`src/rtl/debouncer_pkg.sv`:
```
// Shared types and constants for the switch debouncer: FSM state encoding,
// qualification length and tick-divider helpers.
package debouncer_pkg;

    typedef enum logic [2:0] {
        ZERO    = 3'd0,
        WAIT1_1 = 3'd1,
        WAIT1_2 = 3'd2,
        WAIT1_3 = 3'd3,
        ONE     = 3'd4,
        WAIT0_1 = 3'd5,
        WAIT0_2 = 3'd6,
        WAIT0_3 = 3'd7
    } state_t;

    localparam int WAIT_TICKS  = 3;
    localparam int SYNC_STAGES = 2;

    function automatic int calc_div(input int clk_rate, input int baud);
        return clk_rate / baud;
    endfunction

    function automatic int calc_cnt_width(input int div);
        return (div > 1) ? $clog2(div) : 1;
    endfunction

endpackage

```
`src/rtl/debouncer_tick_gen.sv`:
```
// Free-running sample-tick divider: one-cycle tick every DIV clocks, counter
// restarts only on reset.
module debouncer_tick_gen
    import debouncer_pkg::*;
#(
    parameter int ClkRate = 100_000_000,
    parameter int Baud    = 10_000_000
) (
    input  logic clk_i,
    input  logic rst_i,
    output logic tick_o
);

    localparam int DIV = calc_div(ClkRate, Baud);
    localparam int CW  = calc_cnt_width(DIV);
    localparam logic [CW-1:0] LAST = CW'(DIV - 1);

    logic [CW-1:0] count_reg;

    always_ff @(posedge clk_i or posedge rst_i) begin
        if (rst_i) begin
            count_reg <= '0;
        end else if (count_reg == LAST) begin
            count_reg <= '0;
        end else begin
            count_reg <= count_reg + 1'b1;
        end
    end

    assign tick_o = (count_reg == LAST);

endmodule

```
`src/rtl/debouncer.sv`:
```
// Switch debouncer: synchronizes the raw input, qualifies each new level over
// WAIT_TICKS sample ticks, and emits a registered level plus rising-edge pulse.
module debouncer
    import debouncer_pkg::*;
#(
    parameter int ClkRate = 100_000_000,
    parameter int Baud    = 10_000_000
) (
    input  logic clk_i,
    input  logic rst_i,
    input  logic sw_i,
    output logic db_level_o,
    output logic db_tick_o
);

    logic tick;

    debouncer_tick_gen #(
        .ClkRate(ClkRate),
        .Baud   (Baud)
    ) u_tick_gen (
        .clk_i (clk_i),
        .rst_i (rst_i),
        .tick_o(tick)
    );

    logic [SYNC_STAGES-1:0] sync_reg;
    logic                   sw_s;

    always_ff @(posedge clk_i or posedge rst_i) begin
        if (rst_i) begin
            sync_reg <= '0;
        end else begin
            sync_reg <= {sync_reg[SYNC_STAGES-2:0], sw_i};
        end
    end

    assign sw_s = sync_reg[SYNC_STAGES-1];

    state_t state_reg, state_next;

    always_ff @(posedge clk_i or posedge rst_i) begin
        if (rst_i) begin
            state_reg <= ZERO;
        end else begin
            state_reg <= state_next;
        end
    end

    // A revert of sw_s is checked before tick so a bounce always wins.
    always_comb begin
        state_next = state_reg;
        case (state_reg)
            ZERO:    if (sw_s) state_next = WAIT1_1;
            WAIT1_1: if (!sw_s) state_next = ZERO; else if (tick) state_next = WAIT1_2;
            WAIT1_2: if (!sw_s) state_next = ZERO; else if (tick) state_next = WAIT1_3;
            WAIT1_3: if (!sw_s) state_next = ZERO; else if (tick) state_next = ONE;
            ONE:     if (!sw_s) state_next = WAIT0_1;
            WAIT0_1: if (sw_s) state_next = ONE; else if (tick) state_next = WAIT0_2;
            WAIT0_2: if (sw_s) state_next = ONE; else if (tick) state_next = WAIT0_3;
            WAIT0_3: if (sw_s) state_next = ONE; else if (tick) state_next = ZERO;
            default: state_next = ZERO;
        endcase
    end

    logic db_level_reg, db_level_next;
    logic db_tick_reg, db_tick_next;

    // The level register still holds 0 during the first cycle in ONE only
    // when ONE was reached from WAIT1_3, which isolates the rising-edge pulse.
    always_comb begin
        db_level_next = (state_reg == ONE) || (state_reg == WAIT0_1) ||
                        (state_reg == WAIT0_2) || (state_reg == WAIT0_3);
        db_tick_next  = (state_reg == ONE) && !db_level_reg;
    end

    always_ff @(posedge clk_i or posedge rst_i) begin
        if (rst_i) begin
            db_level_reg <= 1'b0;
            db_tick_reg  <= 1'b0;
        end else begin
            db_level_reg <= db_level_next;
            db_tick_reg  <= db_tick_next;
        end
    end

    assign db_level_o = db_level_reg;
    assign db_tick_o  = db_tick_reg;

endmodule

```
`config.mk`:
```
export PLATFORM = sky130hd
export DESIGN_NAME = debouncer
export DESIGN_NICKNAME = d
export VERILOG_FILES = /design/src/rtl/debouncer_pkg.sv /design/src/rtl/debouncer_tick_gen.sv /design/src/rtl/debouncer.sv
export SDC_FILE = /design/constraint.sdc
export NUM_CORES = 1
export LEC_CHECK = 0
export ABC_AREA = 1
export BUFFER_PORTS_ARGS = -buffer_cell sky130_fd_sc_hd__buf_2
export CAP_MARGIN = 0
export CORE_AREA = 2 2 39 41
export CTS_BUF_LIST = sky130_fd_sc_hd__clkbuf_8
export CTS_CLUSTER_SIZE = 10
export DETAILED_ROUTE_END_ITERATION = 6
export DIE_AREA = 0 0 41 43
export HOLD_SLACK_MARGIN = 0.02
export PLACE_DENSITY_LB_ADDON = 0.3
export SLEW_MARGIN = 20
export SYNTH_ARGS = -nofsm -noshare
export SYNTH_HDL_FRONTEND = slang
export SYNTH_SLANG_ARGS = --single-unit
```
`constraint.sdc`:
```
create_clock -name clk_i -period 1.13 [get_ports clk_i]
set_clock_uncertainty 0.1 [all_clocks]
set_input_delay 0.226 -clock clk_i [delete_from_list [all_inputs] [get_ports clk_i]]
set_output_delay 0.226 -clock clk_i [all_outputs]
set_load 0.01 [all_outputs]
```
==> impl_metrics.ini, run 1 <==
[outcome]
status = complete, no violations

[placement]
gp_congestion = 0.625
io_buffers = 4
place_worst_setup_slack_ns = 0.0268
dpl.hpwl_um = 543

[yosys]
yosysTopAreaCell = dfrtp_1
synth_top_area_share = 0.598
synth_warnings = 0
ys_types = 16
ys_ff_latch = 11
syn_area_um2 = 460
avgSynthCellArea_um2 = 9.59
yosysSeqAreaShare = 0.598
syn_nets = 51
yosys-top-cells-area = dfrtp_1 (60%), nand2_1 (9.8%), inv_1 (4.1%)
syn-instance-count = 48

[clock_tree]
cts.clk_slew.worst_paths_ns = 0.05
cts_sinks = 11
cts_root_buffer = clkbuf_8
h-tree-depth = 1
clk_latency_ns = 0.23
cts_tree = built
numCtsBuffers = 3
clk_path_buf_depth = 2

[timing]
slew_viol_final = 0
tightestPinTransition_ns = 0.409
min_period_ns = 1.11
slew_headroom = 0.727
fin_crit_sh = 0.979
rsz0062_at_grt = true
layout_setup_ws_ns = 0.0241
finalHoldViolCount = 0
setup_viol = 0
fmax_ghz = 0.904

[final_layout]
largest_reg_flops = 4
diodes = 0
layout_commonest_cell = dfrtp_1
final_layout_size_suffix_gt1_frac = 0.452
final_net_count = 66
syn_to_final_growth_pct = 38.3
layout_common_cells = dfrtp_1 (11), nand2_1 (10), buf_4 (5)

[worst_setup_path]
critical_path.startpoint_type = register
worst_ep_arrival_time_ns = 1.13
crit_path_end_kind = register
path_class = register to register
crit_fanout = 3
worstPathRequired_ns = 1.16

[power_and_ir_drop]
p_per_area_mw_per_mm2 = 1450
total_power_uw = 925
p_leak_uw = 0.000332
peakVddDrop_v = 0.000787

[min_path]
hold_class = register to register

[grt]
antenna_found_initial = 0
grt_pass1_wl_um = 1150
overflow = 0
grt_max_degree = 12
grt_pass1_vias = 305
grt.total_usage = 0.103

[die]
die_area_mm2 = 0.00176
die_width_um = 41
die_h_um = 43
fp-row-count = 14
core-area_mm2 = 0.00138
io_pins = 5
initial_core_util = 0.333

[drt]
dr_total_vias = 333
drc = 0
wl_per_cell_um = 9.51
drt_first_pass_iters = 1
drt-total-wl_um = 742
drtIter0Drc = 0
ant_nets = 0
vias_per_cell = 4.27

[flow_run]
drv_cap = 0
logic make-up after synthesis:
family | count (synthesis) | synth area share
simple gates | 25 | 0.264
flops | 11 | 0.598
buf+inv | 8 | 0.0652
compound gates | 2 | 0.0353
xor+xnor | 2 | 0.0381
worst max-delay path, stage by stage (launching register included):
cell     delay, ns
dfrtp_1       0.39
or2_4         0.28
nand3_4       0.10
nand2_2       0.05
nand2_1       0.05
nand2_1       0.04
timing repair:
item / 4_1_cts / 5_1_grt
gates resized for setup: 0 / 11
hold buffers: 2 / 0
endpoints found under the hold margin: 12 / 0
buffers inserted: 0 / 2
setup endpoints to repair: 0 / 3
through the flow:
stage / hold slack [ns] / instances / setup TNS [ns] / area, um^2 / utilization
after floorplan: -0.0216 / 48 / 0 / 460 / -
after global placement: 0.130 / 70 / 0 / 519 / 0.375
after detailed placement: 0.140 / 70 / 0 / 519 / 0.375
after CTS: 0.239 / 76 / 0 / 584 / 0.422
after global routing: 0.245 / 78 / -0.0324 / 637 / 0.460
final: 0.237 / 78 / 0 / 637 / 0.460
synth_stat cells (all sizes together):
| master | instances |
|---|---|
| o21a | 1 |
| or2 | 1 |
| nor3 | 1 |
| a21oi | 1 |
| dfrtp | 11 |
| nand2 | 14 |
| inv | 7 |
| nor2 | 6 |
| clkbuf | 1 |
| nand3 | 3 |
| xor2 | 1 |
| xnor2 | 1 |
area by class of cell:
type	count	area [um^2]
Clock buffer	3	41.3
Clock inverter	1	3.75
Fill cell	134	747
Inverter	7	28.8
Multi-Input combinational cell	29	190
Sequential cell	11	275
Tap cell	16	20.0
Timing Repair Buffer	11	77.6
path summary, 6_finish.rpt:
kind | startpoint | to | slack (ns) | cells past startpoint
max | state_reg[1] | state_reg[2] | 0.02 | 5
min | sync_reg[0] | sync_reg[1] | 0.24 | 0
max reg2reg | state_reg[1] | state_reg[2] | 0.02 | 5
min reg2reg | sync_reg[0] | sync_reg[1] | 0.24 | 0
max in group asynchronous | rst_i | u_tick_gen.count_reg[0] | 0.21 | 3
min in group asynchronous | rst_i | state_reg[1] | 0.43 | 3
routing by layer:
metal,track usage,wire (um)
met2,0.144,384
met5,0,0
met1,0.125,306
met4,0,0
met3,0.0942,51
power by group:
part	total [uW]	switching, uW	internal [uW]
Combinational	120	58.7	61.4
Sequential	434	15.0	419
Clock	370	133	237
Note: power is estimated with default switching activity, not from simulation.
==> run 2, diff against run 1 <==
--- a/config.mk
+++ b/config.mk
@@ -14,7 +14,7 @@
 export DETAILED_ROUTE_END_ITERATION = 6
 export DIE_AREA = 0 0 41 43
 export HOLD_SLACK_MARGIN = 0.02
-export PLACE_DENSITY_LB_ADDON = 0.3
+export PLACE_DENSITY = 0.53
 export SLEW_MARGIN = 20
 export SYNTH_ARGS = -nofsm -noshare
 export SYNTH_HDL_FRONTEND = slang
==> run 2 against run 1 <==
Effect of this change:
- worst hold slack improved by 0.010 ns
- clock power rose by 2%
- final area fell by 3.5%
==> impl_metrics.ini, run 2 (synthesis gave the netlist of run 1 again) <==
[power_and_ir_drop]
p_sw_uw = 206
p_per_area_mw_per_mm2 = 1500
p_comb_frac = 0.118
peakVddDrop_v = 0.000771
intPower_uw = 715
p_leak_uw = 0.000331
pwr-share-seq = 0.471
pwr-share-clk = 0.411
switching_share = 0.224

[die]
initial_core_util = 0.333
die_area_mm2 = 0.00176
die_width_um = 41
fp-row-count = 14
core-area_mm2 = 0.00138
die_h_um = 43
io_pins = 5

[worst_setup_path]
crit_fanout = 3
path_buf_inv = 0
crit_path_cell_trace = or2_4, nand3_2, nand2_1, nand2_1, nand2_1
crit_path_end_kind = register
worstPathRequired_ns = 1.16
slowest_stage = dfrtp_1
slowest_delay_ns = 0.38
cpLargestDelayFamily = simple AND/OR/NAND/NOR gates
path_common_cell = nand2_1
worst_ep_arrival_time_ns = 1.11
critical_path.startpoint_type = register
path_class = register to register

[final_layout]
final_net_count = 67
largest_reg_flops = 4
final_area_um2 = 614
syn_to_final_growth_pct = 33.4
diodes = 0
final_layout_size_suffix_gt1_frac = 0.413
fill_cells = 141
layout_commonest_cell = nand2_1
postLayoutCoreUtil = 0.444
layout_common_cells = nand2_1 (12), dfrtp_1 (11), buf_4 (6)
seq_area_um2 = 275
multiInputGateArea_um2 = 163
final_cells = 79

[grt]
grt_max_degree = 12
grt_pass1_vias = 325
antenna_found_initial = 0
grt_pass1_wl_um = 1280
overflow = 0
grt.total_usage = 0.119

[outcome]
status = complete, no violations

[placement]
postPlaceCellArea_um2 = 519
dp_cells = 70
dpl.hpwl_um = 487
gp_congestion = 0.655
io_buffers = 4

[timing]
min_period_ns = 1.08
tightestPinTransition_ns = 0.429
finalHoldViolCount = 0
slew_viol_final = 0
fmax_ghz = 0.926
fin_crit_sh = 0.956
slew_headroom = 0.713
setup_viol = 0
rsz0062_at_grt = true

[drt]
dr_total_vias = 335
ant_nets = 0
drc = 0
drt-total-wl_um = 710
drt_first_pass_iters = 2
vias_per_cell = 4.24
drtIter0Drc = 4
wl_per_cell_um = 8.99

[clock_tree]
h-tree-depth = 1
clk_latency_ns = 0.24
cts_tree = built
cts_root_buffer = clkbuf_8
cts.clk_slew.worst_paths_ns = 0.05
clk_path_buf_depth = 2
cts_sinks = 11
numCtsBuffers = 3

[flow_run]
drv_cap = 0

[min_path]
hold_class = register to register
-- run 2: cell count changes in the layout (fill, tap and decap cells not counted), sizes merged --
| cell | change |
|---|---|
| buf | +1 |
-- run 2: cell type report --
class / count / share of cell area
Inverter: 7 / 0.0428
Sequential cell: 11 / 0.448
Multi-Input combinational cell: 29 / 0.265
Timing Repair Buffer: 12 / 0.138
Clock inverter: 1 / 0.00611
Tap cell: 16 / 0.0326
Clock buffer: 3 / 0.0672
-- run 2: path summary, 6_finish.rpt --
path | startpoint | end | slack, ns | cells after the start
setup / recovery | state_reg[0] | state_reg[2] | 0.05 | 5
hold / removal | sync_reg[0] | sync_reg[1] | 0.25 | 0
setup reg to reg | state_reg[0] | state_reg[2] | 0.05 | 5
hold reg to reg | sync_reg[0] | sync_reg[1] | 0.25 | 0
max in group asynchronous | rst_i | u_tick_gen.count_reg[2] | 0.20 | 3
min in group asynchronous | rst_i | u_tick_gen.count_reg[0] | 0.43 | 3
-- run 2: power groups by stage --
stage	Sequential (uW)	Combinational (uW)	Clock, uW
final	434	108	379
after global routing	437	124	427
after detailed placement	439	95.7	0
after floorplan	443	55.1	0
after CTS	433	101	396
after global placement	439	95.6	0
-- run 2: per-layer routing --
metal,vias to the layer above,track usage,part of all wire
met5,-,0,0
met4,0,0.100,0.021
met3,2,0.0785,0.042
met2,9,0.144,0.44
met1,149,0.138,0.50
li1,175,-,-
-- run 2: through the flow --
| step | TNS [ns] | total power (uW) | hold slack (ns) | worst slack (ns) |
|---|---|---|---|---|
| floorplan | 0 | 498 | -0.0216 | 0.0672 |
| global placement | 0 | 535 | 0.140 | 0.0315 |
| detailed placement | 0 | 535 | 0.143 | 0.0379 |
| CTS | 0 | 930 | 0.253 | 0.0266 |
| global route | -0.0322 | 988 | 0.261 | -0.0262 |
| finish | 0 | 921 | 0.247 | 0.0502 |
-- run 2: repair_timing --
item                       4_1_cts  5_1_grt
setup endpoints to repair        0        2
hold endpoints to repair        12        0
setup buffers                    0        3
hold buffers                     2        0
resized for setup                0        4
